$ cat src/rtl/door_plant_if.sv
// -----------------------------------------------------------------------------
// door_plant_if
// Motor-command / limit-switch bundle between the automatic-door controller
// (master) and the door plant model (slave).
//   UP_M, DN_M     : motor commands, controller -> plant
//   UP_Max, DN_Max : limit switches, plant -> controller
//   Pos            : current door position
//   Moving         : door is being driven and travelling
//   Stall          : a motor is driven against its own limit
//   Fault          : sticky illegal-drive flag (both motors at once)
// -----------------------------------------------------------------------------
`timescale 1ns/1ps

interface door_plant_if #(
    parameter int POS_W = 8
);
    logic             UP_M;
    logic             DN_M;
    logic             UP_Max;
    logic             DN_Max;
    logic [POS_W-1:0] Pos;
    logic             Moving;
    logic             Stall;
    logic             Fault;

    modport master (
        output UP_M, DN_M,
        input  UP_Max, DN_Max, Pos, Moving, Stall, Fault
    );

    modport slave (
        input  UP_M, DN_M,
        output UP_Max, DN_Max, Pos, Moving, Stall, Fault
    );
endinterface

$ cat src/rtl/door_plant.sv
// -----------------------------------------------------------------------------
// door_plant
// Synthesisable model of the door mechanism. It consumes the controller's
// motor commands and produces the limit switches the controller reads, so the
// controller can be exercised closed-loop in simulation or on an FPGA demo.
//
// Position advances one step per STEP_DIV cycles of uninterrupted drive in the
// same direction. Driving both motors at once latches a fault that freezes the
// door until reset.
//
// Ports
//   CLK : system clock, rising edge
//   RST : asynchronous active-low reset
//   bus : door_plant_if.slave (UP_M/DN_M in; UP_Max/DN_Max/Pos/Moving/
//         Stall/Fault out)
// -----------------------------------------------------------------------------
`timescale 1ns/1ps

module door_plant #(
    parameter int TRAVEL   = 8,   // steps from closed (0) to open (TRAVEL), 2..255
    parameter int STEP_DIV = 4,   // drive cycles per step, 1..255
    parameter int POS_W    = 8    // must hold TRAVEL
) (
    input  logic         CLK,
    input  logic         RST,
    door_plant_if.slave  bus
);

    typedef enum logic [1:0] {
        ST_IDLE  = 2'd0,
        ST_UP    = 2'd1,
        ST_DN    = 2'd2,
        ST_FAULT = 2'd3
    } state_t;

    localparam logic [POS_W-1:0] P_TOP  = POS_W'(TRAVEL);
    localparam logic [7:0]       DIV_TC = 8'(STEP_DIV - 1);

    state_t           r_state;
    state_t           w_next;
    logic [POS_W-1:0] r_pos;
    logic [POS_W-1:0] w_pos_nxt;
    logic [7:0]       r_div;
    logic [7:0]       w_div_nxt;
    logic             r_fault;
    logic             r_stall;
    logic             w_stall_nxt;

    logic w_up_only;
    logic w_dn_only;
    logic w_both;
    logic w_at_top;
    logic w_at_bot;

    assign w_up_only = bus.UP_M & ~bus.DN_M;
    assign w_dn_only = bus.DN_M & ~bus.UP_M;
    assign w_both    = bus.UP_M &  bus.DN_M;
    assign w_at_top  = (r_pos == P_TOP);
    assign w_at_bot  = (r_pos == '0);

    // -------------------------------------------------------------------------
    // Next-state: illegal drive wins over everything, fault is absorbing.
    // Drive against a limit falls through to IDLE, which is also how a door
    // that has just arrived at a limit stops one edge later.
    // -------------------------------------------------------------------------
    always_comb begin
        w_next = ST_IDLE;
        if (w_both) begin
            w_next = ST_FAULT;
        end else if (r_state == ST_FAULT) begin
            w_next = ST_FAULT;
        end else if (w_up_only && !w_at_top) begin
            w_next = ST_UP;
        end else if (w_dn_only && !w_at_bot) begin
            w_next = ST_DN;
        end
    end

    // -------------------------------------------------------------------------
    // Prescaler and position. The divider only runs while the state is held
    // in the same direction across the edge; any change of state (stop,
    // reversal, fault) leaves the default of zero, discarding partial steps.
    // The limit guards are redundant with the state decode but keep pos
    // saturating even if the state logic is ever loosened.
    // -------------------------------------------------------------------------
    always_comb begin
        w_div_nxt = '0;
        w_pos_nxt = r_pos;
        if (((r_state == ST_UP) || (r_state == ST_DN)) && (w_next == r_state)) begin
            if (r_div == DIV_TC) begin
                w_div_nxt = '0;
                if ((r_state == ST_UP) && !w_at_top) begin
                    w_pos_nxt = r_pos + POS_W'(1);
                end else if ((r_state == ST_DN) && !w_at_bot) begin
                    w_pos_nxt = r_pos - POS_W'(1);
                end
            end else begin
                w_div_nxt = r_div + 8'd1;
            end
        end
    end

    // Stall looks at the position before the edge, so it rises one edge after
    // the door has come to rest against the driven limit. Never set in fault.
    always_comb begin
        w_stall_nxt = 1'b0;
        if (w_next != ST_FAULT) begin
            w_stall_nxt = (w_up_only & w_at_top) | (w_dn_only & w_at_bot);
        end
    end

    always_ff @(posedge CLK or negedge RST) begin
        if (!RST) begin
            r_state <= ST_IDLE;
            r_pos   <= '0;
            r_div   <= '0;
            r_fault <= 1'b0;
            r_stall <= 1'b0;
        end else begin
            r_state <= w_next;
            r_pos   <= w_pos_nxt;
            r_div   <= w_div_nxt;
            r_fault <= r_fault | w_both;
            r_stall <= w_stall_nxt;
        end
    end

    // Outputs decode from registered state only; no input-to-output paths.
    assign bus.UP_Max = w_at_top;
    assign bus.DN_Max = w_at_bot;
    assign bus.Pos    = r_pos;
    assign bus.Moving = (r_state == ST_UP) || (r_state == ST_DN);
    assign bus.Stall  = r_stall;
    assign bus.Fault  = r_fault;

endmodule

$ cat src/flat_wrapper.sv
// flat-port wrapper written by rule: the top's interface ports become plain ports
module door_plant_flat 
#(
    parameter int TRAVEL   = 8,                                                    
    parameter int STEP_DIV = 4,                                   
    parameter int POS_W    = 8                       
)
  (CLK, RST, bus_UP_M, bus_DN_M, bus_UP_Max, bus_DN_Max, bus_Pos, bus_Moving, bus_Stall, bus_Fault);
  door_plant_if #(.POS_W(POS_W)) bus_i ();
  input  logic CLK;
  input  logic RST;
  input wire logic [$bits(bus_i.UP_M)-1:0] bus_UP_M;
  input wire logic [$bits(bus_i.DN_M)-1:0] bus_DN_M;
  output wire logic [$bits(bus_i.UP_Max)-1:0] bus_UP_Max;
  output wire logic [$bits(bus_i.DN_Max)-1:0] bus_DN_Max;
  output wire logic [$bits(bus_i.Pos)-1:0] bus_Pos;
  output wire logic [$bits(bus_i.Moving)-1:0] bus_Moving;
  output wire logic [$bits(bus_i.Stall)-1:0] bus_Stall;
  output wire logic [$bits(bus_i.Fault)-1:0] bus_Fault;
  assign bus_i.UP_M = bus_UP_M;
  assign bus_i.DN_M = bus_DN_M;
  assign bus_UP_Max = bus_i.UP_Max;
  assign bus_DN_Max = bus_i.DN_Max;
  assign bus_Pos = bus_i.Pos;
  assign bus_Moving = bus_i.Moving;
  assign bus_Stall = bus_i.Stall;
  assign bus_Fault = bus_i.Fault;
  door_plant #(.TRAVEL(TRAVEL), .STEP_DIV(STEP_DIV), .POS_W(POS_W)) u_core (.CLK(CLK), .RST(RST), .bus(bus_i));
endmodule
$ cat config.mk
export PLATFORM = sky130hd
export DESIGN_NAME = door_plant_flat
export DESIGN_NICKNAME = d
export VERILOG_FILES = /design/src/rtl/door_plant_if.sv /design/src/rtl/door_plant.sv /design/src/flat_wrapper.sv
export SDC_FILE = /design/constraint.sdc
export NUM_CORES = 1
export LEC_CHECK = 0
export ABC_AREA = 1
export CAP_MARGIN = 25
export CORE_UTILIZATION = 30
export DETAILED_ROUTE_END_ITERATION = 8
export GPL_ROUTABILITY_DRIVEN = 0
export SLEW_MARGIN = 5
export SYNTH_ARGS = -nofsm -noshare
export SYNTH_HDL_FRONTEND = slang
export SYNTH_SLANG_ARGS = --single-unit
$ cat constraint.sdc
create_clock -name CLK -period 4.25 [get_ports CLK]
set_clock_uncertainty 0.2 [all_clocks]
set_input_delay 0.85 -clock CLK [delete_from_list [all_inputs] [get_ports CLK]]
set_output_delay 0.85 -clock CLK [all_outputs]
set_load 0.05 [all_outputs]
==> flow_metrics.tcl <==
set metrics [dict create \
    outcome "finished, final reports clean" \
    syn-cell-area_mm2 0.00145 \
    r2r_end "u_core.bus.Pos[7]" \
    crit_path_end "bus_Moving" \
    wl_met2_um 1230 \
    yosys_register_bits 20 \
    total_power_uw 630 \
    rows 24 \
    synth_edf_count 0 \
    die_y_um 71.4 \
    crit_required_ns 3.20 \
    hold_viol 0 \
    pwr-share-seq_pct 33.6 \
    grt_max_degree 21 \
    grt_usage_pct 11.9 \
    r2r_slack_ns 1.77 \
    p_leak_nw 0.895 \
    cts.path.max_buffers 2 \
    wirelength_um 2810 \
    swShare_pct 36.2 \
    r2r_start "u_core.bus.Pos[1]" \
    dieArea_mm2 0.00510 \
    cap_violations 0 \
    pwr-share-clk_pct 30.6 \
    core_area_mm2 0.00450 \
    cts_setup_buffers 0 \
    met1_length_um 1460 \
    crit_fanout 5 \
    p_int_uw 402 \
    async_flop_share_pct 100 \
    peakVddDrop_v 0.000214 \
    setup_viol_count_final 0 \
    worst-setup-path-type "reg2out" \
    antenna_found_initial 0 \
    detail-route-antenna-nets 0 \
    pwr-share-comb_pct 35.8 \
    synthFlopType "dfrtp_1" \
    h-tree-depth 1 \
    synth_top_family_by_area "simple AND/OR/NAND/NOR gates" \
    clock_latency_ns 0.26 \
    tritoncts "done" \
    synthToLayoutAreaGrowth_pct 22.4 \
    timing.setup.tns_ns 0 \
    syn_area_per_cell_um2 8.08 \
    hp-class "reg2reg" \
    ff2ff_path_depth 14 \
    synth_adder_area_share_pct 10.0 \
    grt_pass1_vias 986 \
    num-nets-final 216 \
    cts_sinks 20 \
    dp_hpwl_um 2110 \
    via_count 1141 \
    cp-end-kind "output pin" \
    diodes 0 \
    maxSlewHeadroom_pct 66.8 \
    synth_cell_types 27 \
    dr.pass1.iters 4 \
    synth_xor_area_share_pct 5.45 \
    initial_utilization_pct 32.1 \
    clk_pin_slew_ns 0.08 \
    die-width_um 71.4 \
    cp-start-kind "flop" \
    wl_met3_um 104 \
    routed_via_density 4.53 \
    maxUsedRoutingLayer "met4" \
    syn-num-nets 194 \
    synth_cells 179 \
    power.density_mw_per_mm2 356 \
    finalCritPeriodShare_pct 72.4 \
    rsz0062_at_grt "no" \
    synthMuxAreaShare_pct 0 \
    post_drt_wl_per_cell_um 11.2 \
    ys_warn_count 0 \
    cts_resized 0 \
    cp-startpoint "u_core.r_state[0]" \
    maxSlewViolCount 0 \
    yosysSeqAreaShare_pct 34.6 \
    drc 0 \
    drt_iter0_drc 45 \
    synthSimpleGateAreaFrac_pct 38.0 \
    fin_crit_ns 3.08 \
    postCtsHoldBufs 0 \
    grt_pass1_wl_um 4650 \
    cts_inserted_buffers 3 \
    drive_above_1_share_pct 16.5 \
    worst_pin_slew_ns 0.497 \
    crit_arrival_ns 2.03 \
    n_fill_cell 453 \
    synth-compound-area-share_pct 5.97 \
    p_sw_uw 228 \
    fmax_ghz 0.325 \
    cts_root_buffer "clkbuf_8" \
    grt_overflow 0 \
    num_io_pins 17 \
    io_buffers 16 \
]
==> layout by cell type, fill, tap and decap left out, drive strengths merged <==
master and instances:
a21boi 1, a21oi 7, a31oi 1, buf 1, bufinv 1, clkbuf 3
clkdlybuf4s50 16, dfrtp 20, fa 1, ha 10, inv 23, nand2 56
nand3 19, nand4 4, nor2 21, nor3 2, o211ai 1, o21ai 3
or2 1, xor2 9
==> cell type report <==
class                   count  area (µm²)  share of cell area [%]
clock buffers               3        41.3                    2.33
multi-input cells         136         860                    48.6
clock inverters             1        30.0                    1.70
inverters                  23        86.3                    4.88
flip-flops and latches     20         500                    28.3
well taps                  52        65.1                    3.67
repair buffers             17         188                    10.6
==> how the worst min path moves through the flow <==
stage                                start                to  cells after the start
after floorplan            u_core.r_div[0]   u_core.r_div[0]                      1
after global placement     u_core.r_div[0]   u_core.r_div[0]                      1
after detailed placement  u_core.bus.Fault  u_core.bus.Fault                      1
after CTS                  u_core.r_div[0]   u_core.r_div[0]                      1
after global routing      u_core.bus.Fault  u_core.bus.Fault                      1
final                      u_core.r_div[0]   u_core.r_div[0]                      1
==> flip-flops by register name, summed over array words and instances (netlist names) <==
register          cells
u_core.r_state        2
u_core.bus.Stall      1
u_core.r_div          8
u_core.bus.Pos        8
u_core.bus.Fault      1
==> power groups by stage <==
stage	clock (mW)	sequential [mW]	combinational [mW]
final	0.193	0.211	0.225
after global routing	0.208	0.214	0.247
after CTS	0.198	0.212	0.225
after detailed placement	0	0.215	0.225
after global placement	0	0.215	0.223
after floorplan	0	0.226	0.160
==> critical path, stage by stage (launching register included) <==
cell             delay, ns
dfrtp_1               0.42
inv_1                 0.09
ha_1                  0.30
inv_1                 0.13
clkdlybuf4s50_1       0.82
==> cell usage after synthesis, types with 2 or more instances <==
cell type	n	area, µm²
nand2_2	9	56.3
a21oi_1	6	30.0
inv_2	2	7.51
dfrtp_1	20	500
nand3_1	16	80.1
nand4_1	4	25.0
nand2_1	45	169
ha_1	10	125
nor3_2	2	20.0
nand2_4	2	22.5
nor2_1	14	52.6
nor2_4	3	33.8
nand3_4	2	35.0
xor2_1	9	78.8
inv_1	21	78.8
nor2_2	3	18.8
==> cell families (layout without fill, tap and decap cells) <==
group / Yosys count / in the layout
simple gates: 103 / 103
buf+inv: 23 / 44
flops: 20 / 20
compound gates: 13 / 13
fa+ha+maj: 11 / 11
xor+xnor: 9 / 9
==> metal layers <==
layer | GRT usage [%] | vias up
li1 | - | 614
met1 | 16.6 | 508
met2 | 18.1 | 17
met3 | 3.52 | 2
met4 | 2.67 | 0
met5 | 0 | -
==> per-stage QoR <==
| stage | std cells | hold slack [ns] | area [µm²] | util (%) | setup WS (ns) |
|---|---|---|---|---|---|
| 2_1_floorplan | 179 | 0.237 | 1450 | - | 1.64 |
| 3_3_place_gp | 247 | 0.254 | 1670 | 37.1 | 1.49 |
| 3_5_place_dp | 247 | 0.254 | 1670 | 37.1 | 1.47 |
| 4_1_cts | 251 | 0.273 | 1740 | 38.7 | 1.16 |
| 5_1_grt | 252 | 0.290 | 1770 | 39.3 | 1.07 |
| 6_report | 252 | 0.273 | 1770 | 39.3 | 1.17 |
(Power assumes the default switching activity.)
